## src/rtl/div_ctrl_if.sv

```systemverilog
// rtl/div_ctrl_if.sv - request/response bundle between the execute stage and div_ctrl
interface div_ctrl_if #(
  parameter int XLEN = 32
);
  logic            start_i;
  logic [2:0]      op_i;
  logic [XLEN-1:0] dividend_i;
  logic [XLEN-1:0] divisor_i;
  logic [4:0]      rd_waddr_i;
  logic            flush_i;
  logic            busy_o;
  logic            ready_o;
  logic [XLEN-1:0] result_o;
  logic [4:0]      rd_waddr_o;
  logic            rd_wen_o;

  modport master (
    output start_i, op_i, dividend_i, divisor_i, rd_waddr_i, flush_i,
    input  busy_o, ready_o, result_o, rd_waddr_o, rd_wen_o
  );

  modport slave (
    input  start_i, op_i, dividend_i, divisor_i, rd_waddr_i, flush_i,
    output busy_o, ready_o, result_o, rd_waddr_o, rd_wen_o
  );
endinterface

```

## src/rtl/div_ctrl.sv

```systemverilog
// rtl/div_ctrl.sv - RV32M DIV/DIVU/REM/REMU restoring divider with writeback ownership
// Optional DIV_EARLY_OUT_EN: skip iteration when |divisor| > |dividend|.
module div_ctrl #(
  parameter int XLEN = 32
) (
  input  logic        clk,
  input  logic        rst,
  div_ctrl_if.slave   bus
);
  localparam int CW = $clog2(XLEN) + 1;

  typedef enum logic [1:0] {S_IDLE, S_START, S_CALC, S_END} state_t;
  state_t state, state_nxt;

  logic [1:0]      op_q;
  logic [XLEN-1:0] dvd_q, dvs_q, dvs_abs_q, rem_q, quot_q, result_q;
  logic [4:0]      rd_q, rd_out_q;
  logic [CW-1:0]   cnt_q;
  logic            q_neg_q, r_neg_q;

  logic            accept, is_signed, dvd_neg, dvs_neg, div_zero, early, last, ge;
  logic [XLEN-1:0] dvd_abs, dvs_abs, rem_step, quot_step, q_fix, r_fix;
  logic [XLEN:0]   rem_sh, diff;

  // Only the M-extension divide encodings (funct3[2]=1) start a request.
  assign accept    = bus.start_i & ~bus.flush_i & bus.op_i[2];
  assign is_signed = ~op_q[0];
  assign dvd_neg   = is_signed & dvd_q[XLEN-1];
  assign dvs_neg   = is_signed & dvs_q[XLEN-1];
  assign dvd_abs   = dvd_neg ? -dvd_q : dvd_q;
  assign dvs_abs   = dvs_neg ? -dvs_q : dvs_q;
  assign div_zero  = (dvs_q == '0);
`ifdef DIV_EARLY_OUT_EN
  assign early     = (dvs_abs > dvd_abs);
`else
  assign early     = 1'b0;
`endif

  // One restoring step; the shifted remainder may need XLEN+1 bits.
  assign rem_sh    = {rem_q, quot_q[XLEN-1]};
  assign diff      = rem_sh - {1'b0, dvs_abs_q};
  assign ge        = rem_sh[XLEN] | ~diff[XLEN];
  assign rem_step  = ge ? diff[XLEN-1:0] : rem_sh[XLEN-1:0];
  assign quot_step = {quot_q[XLEN-2:0], ge};
  assign q_fix     = q_neg_q ? -quot_step : quot_step;
  assign r_fix     = r_neg_q ? -rem_step : rem_step;
  assign last      = (cnt_q == CW'(XLEN - 1));

  always_ff @(posedge clk or posedge rst) begin
    if (rst) state <= S_IDLE;
    else     state <= state_nxt;
  end

  always_comb begin
    state_nxt    = state;
    bus.busy_o   = 1'b0;
    bus.ready_o  = 1'b0;
    bus.rd_wen_o = 1'b0;
    case (state)
      S_IDLE:  if (accept) state_nxt = S_START;
      S_START: begin
        bus.busy_o = 1'b1;
        if (bus.flush_i)            state_nxt = S_IDLE;
        else if (div_zero || early) state_nxt = S_END;
        else                        state_nxt = S_CALC;
      end
      S_CALC: begin
        bus.busy_o = 1'b1;
        if (bus.flush_i) state_nxt = S_IDLE;
        else if (last)   state_nxt = S_END;
      end
      S_END: begin
        bus.ready_o  = ~bus.flush_i;
        bus.rd_wen_o = ~bus.flush_i;
        state_nxt    = S_IDLE;
      end
      default: state_nxt = S_IDLE;
    endcase
  end

  always_ff @(posedge clk or posedge rst) begin
    if (rst) begin
      op_q      <= '0;
      dvd_q     <= '0;
      dvs_q     <= '0;
      dvs_abs_q <= '0;
      rem_q     <= '0;
      quot_q    <= '0;
      result_q  <= '0;
      rd_q      <= '0;
      rd_out_q  <= '0;
      cnt_q     <= '0;
      q_neg_q   <= 1'b0;
      r_neg_q   <= 1'b0;
    end else begin
      case (state)
        S_IDLE: if (accept) begin
          op_q  <= bus.op_i[1:0];
          dvd_q <= bus.dividend_i;
          dvs_q <= bus.divisor_i;
          rd_q  <= bus.rd_waddr_i;
        end
        S_START: if (!bus.flush_i) begin
          dvs_abs_q <= dvs_abs;
          q_neg_q   <= dvd_neg ^ dvs_neg;
          r_neg_q   <= dvd_neg;
          cnt_q     <= '0;
          rem_q     <= '0;
          quot_q    <= dvd_abs;
          // Short paths: remainder is the untouched dividend in both cases.
          if (div_zero) begin
            result_q <= op_q[1] ? dvd_q : '1;
            rd_out_q <= rd_q;
          end else if (early) begin
            result_q <= op_q[1] ? dvd_q : '0;
            rd_out_q <= rd_q;
          end
        end
        S_CALC: if (!bus.flush_i) begin
          rem_q  <= rem_step;
          quot_q <= quot_step;
          cnt_q  <= cnt_q + CW'(1);
          if (last) begin
            result_q <= op_q[1] ? r_fix : q_fix;
            rd_out_q <= rd_q;
          end
        end
        default: ;
      endcase
    end
  end

  assign bus.result_o   = result_q;
  assign bus.rd_waddr_o = rd_out_q;
endmodule

```

## src/flat_wrapper.sv

```systemverilog
// flat-port wrapper written by rule: the top's interface ports become plain ports
module div_ctrl_flat 
#(
  parameter int XLEN = 32
)
  (clk, rst, bus_start_i, bus_op_i, bus_dividend_i, bus_divisor_i, bus_rd_waddr_i, bus_flush_i, bus_busy_o, bus_ready_o, bus_result_o, bus_rd_waddr_o, bus_rd_wen_o);
  div_ctrl_if #(.XLEN(XLEN)) bus_i ();
  input  logic clk;
  input  logic rst;
  input wire logic [$bits(bus_i.start_i)-1:0] bus_start_i;
  input wire logic [$bits(bus_i.op_i)-1:0] bus_op_i;
  input wire logic [$bits(bus_i.dividend_i)-1:0] bus_dividend_i;
  input wire logic [$bits(bus_i.divisor_i)-1:0] bus_divisor_i;
  input wire logic [$bits(bus_i.rd_waddr_i)-1:0] bus_rd_waddr_i;
  input wire logic [$bits(bus_i.flush_i)-1:0] bus_flush_i;
  output wire logic [$bits(bus_i.busy_o)-1:0] bus_busy_o;
  output wire logic [$bits(bus_i.ready_o)-1:0] bus_ready_o;
  output wire logic [$bits(bus_i.result_o)-1:0] bus_result_o;
  output wire logic [$bits(bus_i.rd_waddr_o)-1:0] bus_rd_waddr_o;
  output wire logic [$bits(bus_i.rd_wen_o)-1:0] bus_rd_wen_o;
  assign bus_i.start_i = bus_start_i;
  assign bus_i.op_i = bus_op_i;
  assign bus_i.dividend_i = bus_dividend_i;
  assign bus_i.divisor_i = bus_divisor_i;
  assign bus_i.rd_waddr_i = bus_rd_waddr_i;
  assign bus_i.flush_i = bus_flush_i;
  assign bus_busy_o = bus_i.busy_o;
  assign bus_ready_o = bus_i.ready_o;
  assign bus_result_o = bus_i.result_o;
  assign bus_rd_waddr_o = bus_i.rd_waddr_o;
  assign bus_rd_wen_o = bus_i.rd_wen_o;
  div_ctrl #(.XLEN(XLEN)) u_core (.clk(clk), .rst(rst), .bus(bus_i));
endmodule
```

## config.mk

```make
export PLATFORM = sky130hd
export DESIGN_NAME = div_ctrl_flat
export DESIGN_NICKNAME = d
export VERILOG_FILES = /design/src/rtl/div_ctrl_if.sv /design/src/rtl/div_ctrl.sv /design/src/flat_wrapper.sv
export SDC_FILE = /design/constraint.sdc
export NUM_CORES = 1
export LEC_CHECK = 0
export ABC_AREA = 1
export BUFFER_PORTS_ARGS = -buffer_cell sky130_fd_sc_hd__clkbuf_2
export CAP_MARGIN = 20
export CORE_AREA = 2 2 257 158
export DETAILED_ROUTE_END_ITERATION = 10
export DIE_AREA = 0 0 259 160
export REMOVE_ABC_BUFFERS = 1
export SLEW_MARGIN = 5
export SYNTH_ARGS = -nofsm -noshare
export SYNTH_HDL_FRONTEND = slang
export SYNTH_SLANG_ARGS = --single-unit
```

## constraint.sdc

```tcl
create_clock -name clk -period 5.45 [get_ports clk]
set_input_delay 0 -clock clk [delete_from_list [all_inputs] [get_ports clk]]
set_output_delay 0 -clock clk [all_outputs]
set_load 0.005 [all_outputs]
```

[After elaboration in Yosys (flattened, before gate mapping)]
Index checks and enable logic that the tools add are counted.
Cells by class
  add/sub/neg operators: 6
  equality and inequality tests: 10
  muxes and demuxes: 34
  bitwise gates (word level): 9
  reduce and logical (&&, ||, !) cells: 9
Operators by type and width (number)
  32-bit two-way mux: 15
  32-bit case mux with 2 select lines: 3
  32-bit negator: 4
  33-bit by 32-bit subtractor with 33-bit output: 1
  32-bit zero test: 1
  5-bit two-way mux: 4
  6-bit two-way mux: 2
  6-bit case mux with 2 select lines: 1
  5-bit case mux with 2 select lines: 1
  2-bit two-way mux: 4
  2-bit case mux with 4 select lines: 1
  6-bit by 1-bit adder with 6-bit output, second input constant: 1
  6-bit by 5-bit == test with 1-bit output, second input constant: 1
  2-bit by 1-bit != test with 1-bit output, second input constant: 3
  2-bit AND reduction: 3
  5-bit AND reduction: 1
  1-bit bitwise AND: 4
  2-bit == test, second input constant: 2
  2-bit != test, second input constant: 2
  1-bit two-way mux: 3
  3-bit by 2-bit != test with 1-bit output, second input constant: 1
  1-bit NOT: 3
  3-bit AND reduction: 1
  2-bit by 1-bit == test with 1-bit output, second input constant: 1
  other kinds (5): 5
Storage, ports and cells
  flip-flop bits (word level): 214
  input bits: 76
  logic and storage cells: 81

[Longest topological paths before layout]
  depth in word-level cells: 10
  mapped depth: 31

[Least setup slack after synthesis]
No wires, ideal clock.
  path kind: reg2reg
  start: register u_core.quot_q[31]
  end: register u_core.result_q[28], in the netlist u_core.bus.result_o[28]
  library setup time: 0.116 ns
  data arrival time: 3.495 ns
  required time: 5.334 ns
  setup slack: 1.839 ns
  cell stages (with the launch flop): 31
  period minus slack after synthesis: 3.611 ns
  cells stage by stage: dfrtp_1 -> inv_1 -> ha_1 -> fa_1 -> inv_1 -> nand2_1 -> nand2_1 -> nand3_1 -> nand2_2 -> nand2_4 -> nand2_4 -> nand2_4 -> nand2_8 -> inv_4 -> buf_4 -> ha_1 -> nand3_1 -> nor3_1 -> nand2_1 -> nor3_1 -> nand2_1 -> nor3_1 -> nand4_1 -> nand2_1 -> nand3_1 -> o21ai_0 -> nand2_1 -> inv_1 -> nand2_1 -> nand2_1 -> nand2_1
Between the ends
  word-level cells in the longest chain between the ends: 10
  elaborated cells between the ends (all ways): 12
  classes of those cells: add/sub (3); mux (7); bitwise (2)
RTL lines
  from (decl): line div_ctrl.sv:16  | logic [XLEN-1:0] dvd_q, dvs_q, dvs_abs_q, rem_q, quot_q, result_q;
  from (signal assigned): line div_ctrl.sv:109  | quot_q <= dvd_abs;
  from (signal assigned): line div_ctrl.sv:121  | quot_q <= quot_step;
  33-bit by 32-bit subtractor with 33-bit output: line div_ctrl.sv:41  | assign diff = rem_sh - {1'b0, dvs_abs_q};
  1-bit NOT: line div_ctrl.sv:42  | assign ge = rem_sh[XLEN] | ~diff[XLEN];
  1-bit OR: line div_ctrl.sv:42
  32-bit two-way mux: line div_ctrl.sv:43  | assign rem_step = ge ? diff[XLEN-1:0] : rem_sh[XLEN-1:0];
  32-bit negator: line div_ctrl.sv:46  | assign r_fix = r_neg_q ? -rem_step : rem_step;
  32-bit two-way mux: line div_ctrl.sv:46
  32-bit two-way mux *: line div_ctrl.sv:124  | result_q <= op_q[1] ? r_fix : q_fix;
  32-bit two-way mux *: line div_ctrl.sv:123  | if (last) begin
  32-bit two-way mux *: line div_ctrl.sv:119  | S_CALC: if (!bus.flush_i) begin
  32-bit case mux with 2 select lines *: line div_ctrl.sv:96  | case (state)
  to (signal assigned): line div_ctrl.sv:112  | result_q <= op_q[1] ? dvd_q : '1;
  to (signal assigned): line div_ctrl.sv:115  | result_q <= op_q[1] ? dvd_q : '0;
  to (signal assigned): line div_ctrl.sv:124
  to (decl): line div_ctrl.sv:16
Every way passes the cells marked *; elsewhere a longest branch is shown, timed or not. The select of a mux whose other input is x is not followed.
A chain may end at the register's enable or synchronous reset.

[Worst setup path in the final report]
  start: register u_core.rem_q[20]
  end: register u_core.result_q[28], in the netlist u_core.bus.result_o[28]
Between the ends
  word-level cells in the longest chain between the ends: 10
  elaborated cells between the ends (all ways): 12
  classes of those cells: add/sub (3); mux (7); bitwise (2)
RTL lines
  from (decl): line div_ctrl.sv:16
  from (signal assigned): line div_ctrl.sv:120  | rem_q <= rem_step;
  33-bit by 32-bit subtractor with 33-bit output: line div_ctrl.sv:41
  1-bit NOT: line div_ctrl.sv:42
  1-bit OR: line div_ctrl.sv:42
  32-bit two-way mux: line div_ctrl.sv:43
  32-bit negator: line div_ctrl.sv:46
  32-bit two-way mux: line div_ctrl.sv:46
  32-bit two-way mux *: line div_ctrl.sv:124
  32-bit two-way mux *: line div_ctrl.sv:123
  32-bit two-way mux *: line div_ctrl.sv:119
  32-bit case mux with 2 select lines *: line div_ctrl.sv:96
Marks and branches as above.

==> impl_metrics.ini <==
[synthesis]
ys_types = 52
syn_area_per_cell_sq_um = 6.64
ys.warnings.count = 0
synth_top_area_share_pct = 34.7
ys_ff_latch = 214
syn_area_sq_mm = 0.0154
yosys.area.top_type = dfrtp_1
ys_top_cells_by_area = dfrtp_1 35%, nand2_1 15%, inv_1 8.0%
post_synth_inst_count = 2324
seq_area_frac_synth_pct = 34.7

[global_routing]
grt_util_met3_pct = 5.40
grt-ovfl-total = 0
grt_pass1_vias = 14600
grt_busiest_layer = met1
grt_first_pass_wirelength_microns = 83500
use_met1_pct = 42.2
grt_max_degree = 115
met2_usage_pct = 33.2
grt_usage_pct = 25.6
antenna_found_initial = 1

[clock_tree]
insertion_delay_ns = 0.56
cts_resized = 0
clock_path_buffers = 3
cts.sink_count = 214
h-tree-depth = 1
path_clk_slew_ns = 0.06
cts_tree = yes
cts_buffers = 24
cts-root-buf = clkbuf_16

[setup_path]
path_class = reg -> reg
cp_slowest_cell = a21oi_4
worst-r2r-cell-count = 26
crit_end = u_core.bus.result_o[28]
path_buf_inv = 3
end_kind = register
cpMostUsedCell = nand2_1
timing.rr.start = u_core.rem_q[20]
max_stage_delay_ns = 0.44
r2r-end = u_core.bus.result_o[28]
critPathRequiredTime_ns = 5.88
critPathTopFamily = simple AND/OR/NAND/NOR gates
start_kind = register
r2r_slack_ns = 0.75
critPathMaxFanout = 17
worstPathArrival_ns = 5.13
path_depth = 26
startpoint = u_core.rem_q[20]

[run]
maxCapViolCount = 0

[detailed_routing]
wirelength_microns = 53100
viasPerCell = 5.24
num_vias = 15800
antenna_left = 0
drt_iter0_drc = 1755
dr.pass1.iters = 5
post-route-drc-count = 0
wire_per_inst_microns = 17.6

[timing]
setup_viol = 0
skew_ns = 0.0213
fmax_ghz = 0.213
rsz0062_at_grt = false
relSlewSlack_pct = 42.1
worst_pin_slew_ns = 0.868
setup-tns-final_ns = 0
min_period_ns = 4.70
hold_viol = 0
timing.final.crit_share_pct = 86.2
drv_slew = 0

[die]
dieArea_sq_mm = 0.0414
core-area_sq_mm = 0.0394
start_util_pct = 39.2
io_pins = 116
die_w_microns = 259
fp-row-count = 57
die_height_microns = 160

[pwr]
sequentialPowerShare_pct = 22.0
powerDensity_mw_per_mm2 = 759
switchingPower_mw = 7.59
clkPwrFrac_pct = 12.4
ir_drop_uv = 659
p_leak_nw = 9.33
swShare_pct = 55.6
p_int_mw = 6.06
comb_power_share_pct = 65.7

[placement]
place_inst = 2900
dp_hpwl_microns = 39600
place.gp.congestion = 0.959
port_buffers = 115

[cells_and_area]
drive_above_1_share_pct = 11.3
fillerInstances = 4155
finalNetCount = 2588
multiInputGateArea_sq_mm = 0.00837
area_growth_pct = 16.4
finalNonFillerCells = 3019
ff_latch_area_sq_mm = 0.00536

[run_status]
status = complete, no violations

[worst_hold_path]
hold_path_class = in -> async
## sequential cells by signal (all words and copies together), names as in the netlist
signal	cells
u_core.op_q	2
u_core.dvs_q	32
u_core.dvd_q	32
u_core.q_neg_q	1
u_core.quot_q	32
u_core.rd_q	5
u_core.bus.rd_waddr_o	5
u_core.rem_q	32
u_core.bus.result_o	32
u_core.cnt_q	6
u_core.dvs_abs_q	32
u_core.r_neg_q	1
u_core.state	2
## power by group through the flow
| stage | Combinational [mW] | Clock [mW] | Sequential (mW) |
|---|---|---|---|
| 2_1_floorplan | 6.02 | 0 | 2.90 |
| 3_3_place_gp | 8.64 | 0 | 3.00 |
| 3_5_place_dp | 8.71 | 0 | 3.01 |
| 4_1_cts | 8.79 | 1.72 | 2.99 |
| 5_1_grt | 9.96 | 1.78 | 3.10 |
| 6_report | 8.96 | 1.69 | 3.00 |
## through the flow
| step | hold slack, ns | total power, mW | setup WS, ns | cell area, sq um | util [%] |
|---|---|---|---|---|---|
| 6_report | 0.0968 | 13.6 | 0.751 | 18000 | 45.6 |
| 4_1_cts | 0.134 | 13.5 | 0.870 | 18000 | 45.6 |
| 2_1_floorplan | 0.0475 | 8.93 | -0.756 | 15000 | - |
| 3_5_place_dp | 0.181 | 11.7 | 0.890 | 16400 | 41.7 |
| 5_1_grt | 0.174 | 14.8 | 0.161 | 18000 | 45.6 |
| 3_3_place_gp | 0.174 | 11.6 | 1.02 | 16400 | 41.7 |
## worst register-to-register path, cell delays in order (launching register included)
cell and delay [ns]:
dfrtp_1 0.39, ha_1 0.39, nand2_1 0.11, nand2_1 0.08
nand2_1 0.06, nand2_1 0.08, inv_1 0.08, nand2_2 0.08
a21oi_4 0.44, nand2_8 0.21, inv_4 0.17, ha_1 0.21
nand3_1 0.12, nor3_1 0.32, nand2_1 0.22, nor3_1 0.25
nand2_1 0.16, nor3_1 0.32, nand4_1 0.13, nand2_1 0.19
nand3_1 0.12, o21ai_0 0.16, nand2_1 0.07, inv_1 0.08
nand2_1 0.05, nand2_1 0.06, nand2_1 0.05
## logic make-up after synthesis
logic type / share of synthesized area [%]
simple gates: 32.9
fa+ha+maj: 3.45
mux: 0.875
flops: 34.7
buf+inv: 11.2
compound gates: 13.9
xor+xnor: 2.89
## per-layer routing
metal  up-vias  part of all wire [%]
met1      7449                    52
met2       546                    37
met4         2                   1.9
met5         -                 0.077
met3        59                   9.2
li1       7756                     -
## layout by cell type (no fill, tap or decap), types with 29 or more instances in the layout
cell type / netlist / final
nand2_2: 38 / 38
nor2_1: 218 / 216
nor3_1: 34 / 34
nand2_1: 636 / 635
dlygate4sd3_1: 0 / 75
inv_1: 329 / 327
a21oi_1: 129 / 129
ha_1: 41 / 40
nand3_1: 186 / 186
xor2_1: 45 / 45
nand4_1: 29 / 29
dfrtp_1: 214 / 213
o21ai_0: 158 / 158
clkbuf_2: 0 / 115
## repair_timing
| action | 4_1_cts | 5_1_grt |
|---|---|---|
| hold endpoints to repair | 176 | 0 |
| setup buffers | 0 | 0 |
| hold buffers | 75 | 0 |
## worst min-delay path by stage
stage                           start                       end  slack (ns)  cells after the start
after floorplan           bus_flush_i              bus_rd_wen_o        0.05                      1
after global placement            rst  u_core.bus.rd_waddr_o[4]        0.17                      2
after detailed placement          rst  u_core.bus.rd_waddr_o[4]        0.18                      2
after CTS                         rst            u_core.rd_q[4]        0.13                      3
after global routing              rst            u_core.rd_q[4]        0.17                      3
final                             rst            u_core.rd_q[4]         0.1                      3
## synth_stat cells (all sizes together)
library cell / n
a32oi: 1
buf: 29
o311ai: 4
or2: 4
ha: 41
inv: 343
a22o: 1
nor4: 9
mux2: 12
o21ai: 173
o221ai: 2
xnor2: 6
fa: 1
a21o: 1
o41ai: 1
clkbuf: 60
clkinv: 3
a31oi: 22
o211ai: 18
nor2: 232
nand2: 679
nand3: 190
nand4: 29
o31ai: 7
nand3b: 5
xor2: 45
o22ai: 19
nor3: 34
a221o: 2
dfrtp: 214
and2: 3
a21oi: 133
and3: 1
## final cells by class
type,instances,area share (%)
Antenna cell,1,0.0139
Clock buffer,31,3.71
Clock inverter,12,0.703
Inverter,346,7.28
Multi-Input combinational cell,1675,46.6
Sequential cell,214,29.8
Tap cell,531,3.70
Timing Repair Buffer,209,8.24
Power figures use the tool's default switching activity.
